`src/rtl/lcd_frame_sequencer.sv`:
```
// Frame-buffer driven refresh sequencer for a 2-line character LCD controller.
// Issues INIT / SETCURSOR / DATA transactions over a req/valid handshake with timeout.
module lcd_frame_sequencer #(
   parameter int NUM_COLS    = 16,
   parameter int TIMEOUT_CYC = 20000
) (
   input  logic       i_clk,
   input  logic       i_rst_n,
   input  logic       i_wr_en,
   input  logic [4:0] i_wr_addr,
   input  logic [7:0] i_wr_char,
   input  logic       i_refresh,
   input  logic       i_valid,
   output logic       o_req,
   output logic [1:0] o_func,
   output logic [7:0] o_data,
   output logic       o_busy,
   output logic       o_init_done,
   output logic       o_err
);

   localparam logic [1:0] F_INIT = 2'd0;
   localparam logic [1:0] F_CUR  = 2'd1;
   localparam logic [1:0] F_DATA = 2'd2;

   localparam int              CNT_W    = $clog2(TIMEOUT_CYC + 1);
   localparam logic [CNT_W-1:0] CNT_LAST = CNT_W'(TIMEOUT_CYC - 1);
   localparam logic [4:0]      LAST0    = 5'(NUM_COLS - 1);
   localparam logic [4:0]      LAST1    = 5'(2 * NUM_COLS - 1);

   typedef enum logic [2:0] {
      IDLE, INIT, W_INIT, CUR, W_CUR, CHR, W_CHR
   } state_t;

   state_t           state, state_nxt;
   logic [7:0]       fb [32];
   logic [4:0]       idx, idx_nxt;
   logic [CNT_W-1:0] cnt, cnt_nxt;
   logic             pend, pend_nxt;
   logic             boot, boot_nxt;
   logic             req_nxt, done_nxt, err_nxt;
   logic [1:0]       func_nxt;
   logic [7:0]       data_nxt;
   logic             line;
   logic             in_wait;
   logic             timeout;

   always_ff @(posedge i_clk or negedge i_rst_n) begin
      if (!i_rst_n) begin
         for (int i = 0; i < 32; i++) fb[i] <= 8'h20;
      end else if (i_wr_en) begin
         fb[i_wr_addr] <= i_wr_char;
      end
   end

   assign line    = (idx > LAST0);
   assign in_wait = (state == W_INIT) || (state == W_CUR) || (state == W_CHR);
   // i_valid wins over an expiring counter in the same cycle
   assign timeout = in_wait && !i_valid && (cnt == CNT_LAST);
   assign o_busy  = (state != IDLE);

   always_ff @(posedge i_clk or negedge i_rst_n) begin
      if (!i_rst_n) begin
         state <= IDLE;
      end else begin
         state <= state_nxt;
      end
   end

   always_ff @(posedge i_clk or negedge i_rst_n) begin
      if (!i_rst_n) begin
         o_req       <= 1'b0;
         o_func      <= F_INIT;
         o_data      <= 8'h00;
         o_init_done <= 1'b0;
         o_err       <= 1'b0;
         idx         <= 5'd0;
         cnt         <= '0;
         pend        <= 1'b0;
         boot        <= 1'b1;
      end else begin
         o_req       <= req_nxt;
         o_func      <= func_nxt;
         o_data      <= data_nxt;
         o_init_done <= done_nxt;
         o_err       <= err_nxt;
         idx         <= idx_nxt;
         cnt         <= cnt_nxt;
         pend        <= pend_nxt;
         boot        <= boot_nxt;
      end
   end

   always_comb begin
      state_nxt = state;
      req_nxt   = o_req;
      func_nxt  = o_func;
      data_nxt  = o_data;
      done_nxt  = o_init_done;
      err_nxt   = o_err;
      idx_nxt   = idx;
      cnt_nxt   = cnt;
      pend_nxt  = pend;
      boot_nxt  = boot;

      if (i_refresh && state != IDLE) pend_nxt = 1'b1;
      if (o_req) cnt_nxt = cnt + 1'b1;

      case (state)
         IDLE: begin
            // boot forces the one automatic INIT after reset release
            if (boot || i_refresh || pend) begin
               boot_nxt  = 1'b0;
               pend_nxt  = 1'b0;
               idx_nxt   = 5'd0;
               state_nxt = o_init_done ? CUR : INIT;
            end
         end
         INIT: begin
            req_nxt   = 1'b1;
            func_nxt  = F_INIT;
            data_nxt  = 8'h00;
            cnt_nxt   = '0;
            state_nxt = W_INIT;
         end
         CUR: begin
            req_nxt   = 1'b1;
            func_nxt  = F_CUR;
            data_nxt  = {3'b000, line, 4'h0};
            cnt_nxt   = '0;
            state_nxt = W_CUR;
         end
         CHR: begin
            req_nxt   = 1'b1;
            func_nxt  = F_DATA;
            data_nxt  = fb[idx];
            cnt_nxt   = '0;
            state_nxt = W_CHR;
         end
         W_INIT: begin
            if (i_valid) begin
               req_nxt   = 1'b0;
               done_nxt  = 1'b1;
               idx_nxt   = 5'd0;
               state_nxt = CUR;
            end
         end
         W_CUR: begin
            if (i_valid) begin
               req_nxt   = 1'b0;
               state_nxt = CHR;
            end
         end
         W_CHR: begin
            if (i_valid) begin
               req_nxt = 1'b0;
               if (idx == LAST1) begin
                  idx_nxt   = 5'd0;
                  state_nxt = IDLE;
               end else if (idx == LAST0) begin
                  idx_nxt   = idx + 5'd1;
                  state_nxt = CUR;
               end else begin
                  idx_nxt   = idx + 5'd1;
                  state_nxt = CHR;
               end
            end
         end
         default: state_nxt = IDLE;
      endcase

      if (timeout) begin
         req_nxt   = 1'b0;
         err_nxt   = 1'b1;
         pend_nxt  = 1'b0;
         idx_nxt   = 5'd0;
         state_nxt = IDLE;
      end
   end

endmodule

```
`config.mk`:
```
export PLATFORM = sky130hd
export DESIGN_NAME = lcd_frame_sequencer
export DESIGN_NICKNAME = d
export VERILOG_FILES = /design/src/rtl/lcd_frame_sequencer.sv
export SDC_FILE = /design/constraint.sdc
export NUM_CORES = 1
export LEC_CHECK = 0
export ABC_AREA = 1
export ABC_CLOCK_PERIOD_IN_PS = 2100
export BUFFER_PORTS_ARGS = -buffer_cell sky130_fd_sc_hd__buf_2
export CAP_MARGIN = 30
export CORE_ASPECT_RATIO = 1.25
export CORE_MARGIN = 2
export CORE_UTILIZATION = 55
export CTS_CLUSTER_SIZE = 30
export DETAILED_ROUTE_END_ITERATION = 10
export PLACE_DENSITY_LB_ADDON = 0.12
export SYNTH_ARGS = -nofsm -noshare
export SYNTH_HDL_FRONTEND = slang
export SYNTH_SLANG_ARGS = --single-unit
```
`constraint.sdc`:
```
create_clock -name i_clk -period 2.1 [get_ports i_clk]
set_clock_uncertainty 0.2 [all_clocks]
set_input_delay 0.42 -clock i_clk [delete_from_list [all_inputs] [get_ports i_clk]]
set_output_delay 0.42 -clock i_clk [all_outputs]
set_load 0.05 [all_outputs]
```
Word-level counts from Yosys, hierarchy flattened
Index checks and enable logic that the tools add are counted.

Flip-flop bits (word level): 294. Input bits: 18. Logic and storage cells: 118. Output and inout bits: 14.

Equal/unequal tests: 14. Muxes and demuxes: 32. Add/sub/neg operators: 2. Magnitude comparators: 4. Reductions and logical operators: 22. Bitwise gates (word level): 2.

Operators by type and width (number): $bwmux W256 (1); $bmux W8 S5 (1); $demux W8 S5 (1); $mux W15 (2); $mux W5 (5); $mux W8 (3); $pmux W8 S3 (1); $mux W3 (7); $pmux W3 S7 (1); $add A15 B1 Y15 const B (1); $eq A15 B15 Y1 const B (1); $pmux W5 S3 (1); $ge A6 B6 Y1 const B (2); $ne A3 B3 Y1 const B (4); $not A5 Y6 (2); $eq A3 B3 Y1 const B (3); $reduce_bool A3 Y1 (3); $reduce_and A4 Y1 (2); $eq A3 B2 Y1 const B (2); $lt A6 B1 Y1 const B (1); $mux W1 (6); $pmux W2 S3 (1); $reduce_and A2 Y1 (3); $reduce_or A3 Y1 (2); 14 further kinds (20).

Longest topological paths before layout
Depth after elaboration: 7. Gate-level depth with buffers: 12. Depth with buffers taken out: 10.

Worst setup path after synthesis
OpenSTA, ideal clock, no wires.

Path kind: register to register. Start point: register state[0]. End point: register idx[2]. Stages on the path, launching flop included: 11. Slack: 0.119 ns. Data required time: 1.782 ns. Buffers on the path: 1. Arrival: 1.663 ns. Period minus slack after synthesis: 1.981 ns. Setup time: 0.118 ns. Path through: dfrtp_1 buf_2 inv_1 nand2_1 nor2_1 a21oi_1 nand2_1 nand2_1 inv_1 nand2_1 nand2_1.

Word-level cells in the longest chain between the ends: 7. Elaborated cells on any way between the ends: 15. Those cells by class: 6 x eq/ne; 2 x mux; 7 x reduce/logical.

Ends and longest elaborated chain: start, declared (line 35) `state_t state, state_nxt;`; start signal, assigned (line 66) `state <= state_nxt;`; $eq A3 B2 Y1 / $eq A3 B3 Y1 (equally long branches) (line 57, 109); $logic_or A1 B1 Y1 (2 in a row) (line 57) `assign in_wait = (state == W_INIT) || (state == W_CUR) || (state == W_CHR);`; $logic_and A1 B1 Y1 (2 in a row) (line 59) `assign timeout = in_wait && !i_valid && (cnt == CNT_LAST);`; $ne A3 B3 Y1 (no source line) / $reduce_bool A4 Y1 (equally long branches); $reduce_and A4 Y1 (no source line); end signal, assigned (line 87) `idx <= idx_nxt;`; end, declared (line 37) `logic [4:0] idx, idx_nxt;`.

Several ways; a longest one is shown, not always the timed one. A chain may end at the register's enable or synchronous reset.

Worst setup path after layout
Start point: register state[1]. End point: output port o_busy.

Word-level cells in the longest chain between the ends: 1.

Ends and longest elaborated chain: $reduce_bool A3 Y1 (line 60) `assign o_busy = (state != IDLE);`; end, declared (line 17) `output logic o_busy,`.

Every way passes these cells.

==> impl_metrics.xml <==
<?xml version="1.0" encoding="UTF-8"?>
<metrics>
  <group name="floorplan">
    <metric name="core_area" unit="mm^2">0.0245</metric>
    <metric name="ioPinCount" unit="">32</metric>
    <metric name="die_width" unit="um">145</metric>
    <metric name="floorplan.initialDensity" unit="%">56.2</metric>
    <metric name="y_dimension_of_the_die" unit="um">181</metric>
    <metric name="die-area" unit="mm^2">0.0263</metric>
    <metric name="rows" unit="">64</metric>
  </group>
  <group name="worst_hold_path">
    <metric name="min_path_type" unit="">in2reg</metric>
    <metric name="worst_hold_startpoint" unit="">i_valid</metric>
    <metric name="hold_path_end" unit="">o_init_done</metric>
    <metric name="holdPathStages" unit="">3</metric>
  </group>
  <group name="timing">
    <metric name="min_period_over_period" unit="%">97.3</metric>
    <metric name="grt_setup_unrepaired" unit="">yes</metric>
    <metric name="setup-violations-final" unit="">0</metric>
    <metric name="timing.fmax" unit="MHz">489</metric>
    <metric name="timing_hold_violations_final" unit="">0</metric>
    <metric name="tightest_slew" unit="ns">0.547</metric>
    <metric name="fin_tns_setup" unit="ns">0</metric>
    <metric name="worst_hold_slack" unit="ns">0.0232</metric>
    <metric name="final_max_slew_violation_count" unit="">0</metric>
    <metric name="fin_crit" unit="ns">2.04</metric>
    <metric name="slew_headroom" unit="%">63.1</metric>
  </group>
  <group name="clock_tree">
    <metric name="clock_sinks" unit="">294</metric>
    <metric name="clk_path_buf_depth" unit="">3</metric>
    <metric name="tritoncts.num_buffers" unit="">30</metric>
    <metric name="worst_skew_late_latency" unit="ns">0.56</metric>
    <metric name="tritoncts" unit="">built</metric>
    <metric name="root_buffer" unit="">sky130_fd_sc_hd__clkbuf_16</metric>
    <metric name="cts_htree_levels" unit="">1</metric>
    <metric name="clk_transition_reported_paths" unit="ns">0.06</metric>
  </group>
  <group name="synthesis">
    <metric name="synth.distinct_cells" unit="">31</metric>
    <metric name="fraction_of_the_mapped_netlist_area_in_simple_logic_gates" unit="%">25.6</metric>
    <metric name="seq_area_frac_synth" unit="%">53.8</metric>
    <metric name="post_synthesis_instance_total" unit="">1730</metric>
    <metric name="yosys.area_share.adder" unit="%">0.455</metric>
    <metric name="synth-edff-count" unit="">0</metric>
    <metric name="yosys_warnings" unit="">0</metric>
    <metric name="synthesis.nets" unit="">1753</metric>
    <metric name="synth_top_family_by_area" unit="">simple AND/OR/NAND/NOR gates</metric>
    <metric name="syn-mean-instance-area" unit="um^2">7.95</metric>
    <metric name="synthFlopType" unit="">sky130_fd_sc_hd__dfrtp_1</metric>
    <metric name="post_synth_mux_area_share" unit="%">0</metric>
    <metric name="synthArstFlopShare" unit="%">100</metric>
    <metric name="synth_area" unit="mm^2">0.0138</metric>
    <metric name="yosys.area_share.xor_xnor" unit="%">0.0636</metric>
    <metric name="synth_compound_area_share" unit="%">13.9</metric>
    <metric name="synth_seq_cells" unit="">294</metric>
  </group>
  <group name="cells_and_area">
    <metric name="layout-drive-gt1-share" unit="%">13.1</metric>
    <metric name="mostFrequentLayoutCells" unit="">sky130_fd_sc_hd__nand2_1, sky130_fd_sc_hd__o21ai_0, sky130_fd_sc_hd__dfrtp_1</metric>
    <metric name="final_nets" unit="">1808</metric>
    <metric name="area_of_combinational_cells_with_multiple_inputs" unit="mm^2">0.00553</metric>
    <metric name="final.fill_count" unit="">2124</metric>
    <metric name="layoutNonFillerInstCount" unit="">2139</metric>
    <metric name="seqCellArea" unit="mm^2">0.00740</metric>
    <metric name="area.growth.synth_to_final" unit="%">16.8</metric>
    <metric name="layout.cells.most_common" unit="">sky130_fd_sc_hd__nand2_1</metric>
    <metric name="insertedDiodeCount" unit="">0</metric>
  </group>
  <group name="worst_setup_path">
    <metric name="number_of_cell_instances_on_the_worst_register_to_register_path" unit="">10</metric>
    <metric name="critical_path_depth" unit="">3</metric>
    <metric name="start_kind" unit="">register</metric>
    <metric name="cp_slowest_stage_delay" unit="ns">0.48</metric>
    <metric name="critical_path.cell_chain" unit="">nor2_4, nand2_2, buf_6</metric>
    <metric name="worst_r2r_startpoint" unit="">idx[0]</metric>
    <metric name="regToRegEndpoint" unit="">o_data[3]</metric>
    <metric name="cpMaxStageDelayCell" unit="">sky130_fd_sc_hd__dfrtp_1</metric>
    <metric name="critical_path_buf_inv_count" unit="">1</metric>
    <metric name="worstSetupPathType" unit="">reg2out</metric>
    <metric name="critical-path-top-delay-family" unit="">flip-flops</metric>
    <metric name="crit_required" unit="ns">1.48</metric>
    <metric name="cp_max_fo" unit="">7</metric>
    <metric name="cp.arrival" unit="ns">1.42</metric>
    <metric name="rrSetupSlack" unit="ns">0.08</metric>
    <metric name="worst_setup_path_end_kind" unit="">output pin</metric>
  </group>
  <group name="detailed_routing">
    <metric name="drt_iter0_markers" unit="">1096</metric>
    <metric name="drt_pre_antenna_iters" unit="">6</metric>
    <metric name="mean_routed_wirelength_per_cell" unit="um">18.8</metric>
    <metric name="drc" unit="">0</metric>
    <metric name="routed-via-count" unit="">12200</metric>
    <metric name="routed_wirelength" unit="um">40200</metric>
    <metric name="avgViaCountPerCell" unit="">5.69</metric>
    <metric name="antenna_left" unit="">0</metric>
  </group>
  <group name="global_routing">
    <metric name="grt_overflow" unit="">0</metric>
    <metric name="maximum_number_of_pins_on_one_net_before_global_route_repair" unit="">73</metric>
    <metric name="grt_first_pass_wirelength" unit="um">64000</metric>
    <metric name="grt_usage" unit="%">30.6</metric>
    <metric name="grt_antenna_before_repair" unit="">0</metric>
    <metric name="grt_pass1_vias" unit="">11700</metric>
  </group>
  <group name="placement">
    <metric name="place_congestion" unit="">0.950</metric>
    <metric name="port-buffer-count" unit="">31</metric>
    <metric name="post-place-cells" unit="">2070</metric>
    <metric name="detailed_place_hpwl" unit="um">25400</metric>
  </group>
  <group name="pwr">
    <metric name="power_density" unit="mW/mm^2">1160</metric>
    <metric name="p_leak" unit="nW">7.51</metric>
    <metric name="vdd_drop_max" unit="uV">759</metric>
  </group>
  <group name="run_status">
    <metric name="status" unit="">finished, final reports clean</metric>
  </group>
  <group name="flow_run">
    <metric name="maxCapViolCount" unit="">0</metric>
  </group>
</metrics>
-- layout make-up --
cell class                      instances  area share, %
Clock buffer                           47           5.76
Clock inverter                          9           1.06
Inverter                              106           2.49
Multi-Input combinational cell       1217           34.4
Sequential cell                       294           46.0
Tap cell                              330           2.57
Timing Repair Buffer                  136           7.71
-- routing by layer --
layer	global-route usage (%)	share of wire (%)
met5	0	0
met4	12.5	4.5
met3	5.03	6.7
met2	49.8	47
met1	41.2	42
-- how the worst max path moves through the flow --
stage,startpoint,end
3_3_place_gp,idx[0],o_data[4]
3_5_place_dp,idx[0],o_data[4]
4_1_cts,state[2],o_busy
2_1_floorplan,state[0],idx[2]
6_report,state[1],o_busy
5_1_grt,idx[0],o_data[3]
-- logic make-up (layout without fill, tap and decap cells) --
logic type,count (synthesis),in the layout
flops,294,294
simple gates,845,845
buf+inv,219,298
fa+ha+maj,5,5
compound gates,366,366
xor+xnor,1,1
-- power breakdown --
part	leakage [nW]	total [mW]	switching [mW]	internal, mW
clock network	0.541	5.82	2.20	3.62
logic	3.28	5.19	3.33	1.85
registers	3.69	7.62	0.726	6.89
-- through the flow --
stage                     instance area (um^2)  util, %  power (mW)  setup WS, ns
final                                    16100     65.6        18.6        0.0567
after global routing                     16100     65.6        19.6      -0.00383
after CTS                                16000     65.3        18.5        0.0314
after detailed placement                 14800     60.4        12.6        0.0809
after global placement                   14800     60.4        12.5        0.0813
after floorplan                          13800        -        10.8         0.119
-- tightest hold or removal path, stage by stage --
cell	delay (ns)
sky130_fd_sc_hd__buf_2	0.13
sky130_fd_sc_hd__inv_1	0.10
sky130_fd_sc_hd__o21bai_1	0.09
-- synthesized netlist by cell type (3+ instances only) --
cell type                  number  area [um^2]
sky130_fd_sc_hd__nand2_1      482         1810
sky130_fd_sc_hd__o21ai_0      298         1490
sky130_fd_sc_hd__dfrtp_1      261         6530
sky130_fd_sc_hd__nand3_1      174          871
sky130_fd_sc_hd__nor2_1       142          533
sky130_fd_sc_hd__inv_1        100          375
sky130_fd_sc_hd__clkbuf_1      85          319
sky130_fd_sc_hd__a21oi_1       36          180
sky130_fd_sc_hd__dfstp_2       33          867
sky130_fd_sc_hd__o211ai_1      26          195
sky130_fd_sc_hd__buf_2         22          110
sky130_fd_sc_hd__nor3_1        20          100
sky130_fd_sc_hd__nand4_1        8         50.1
sky130_fd_sc_hd__or2_2          6         37.5
sky130_fd_sc_hd__ha_1           5         62.6
sky130_fd_sc_hd__nor2_2         5         31.3
sky130_fd_sc_hd__buf_1          4         15.0
sky130_fd_sc_hd__inv_2          4         15.0
sky130_fd_sc_hd__nor3_2         3         30.0
-- state kept, by name (all words and copies together), names as in the netlist --
register,flops
o_data,8
o_func,2
cnt,15
state,3
boot,1
o_init_done,1
fb,256
pend,1
o_err,1
o_req,1
idx,5
-- timing repair --
action / 4_1_cts / 5_1_grt
endpoints found under the setup margin: 1 / 6
hold buffers: 8 / 0
endpoints found under the hold margin: 276 / 0
gates resized for setup: 3 / 5
pin swaps: 1 / 2
gates cloned: 0 / 2
setup buffers: 1 / 2
No activity file was read; power rests on OpenSTA's default activity.
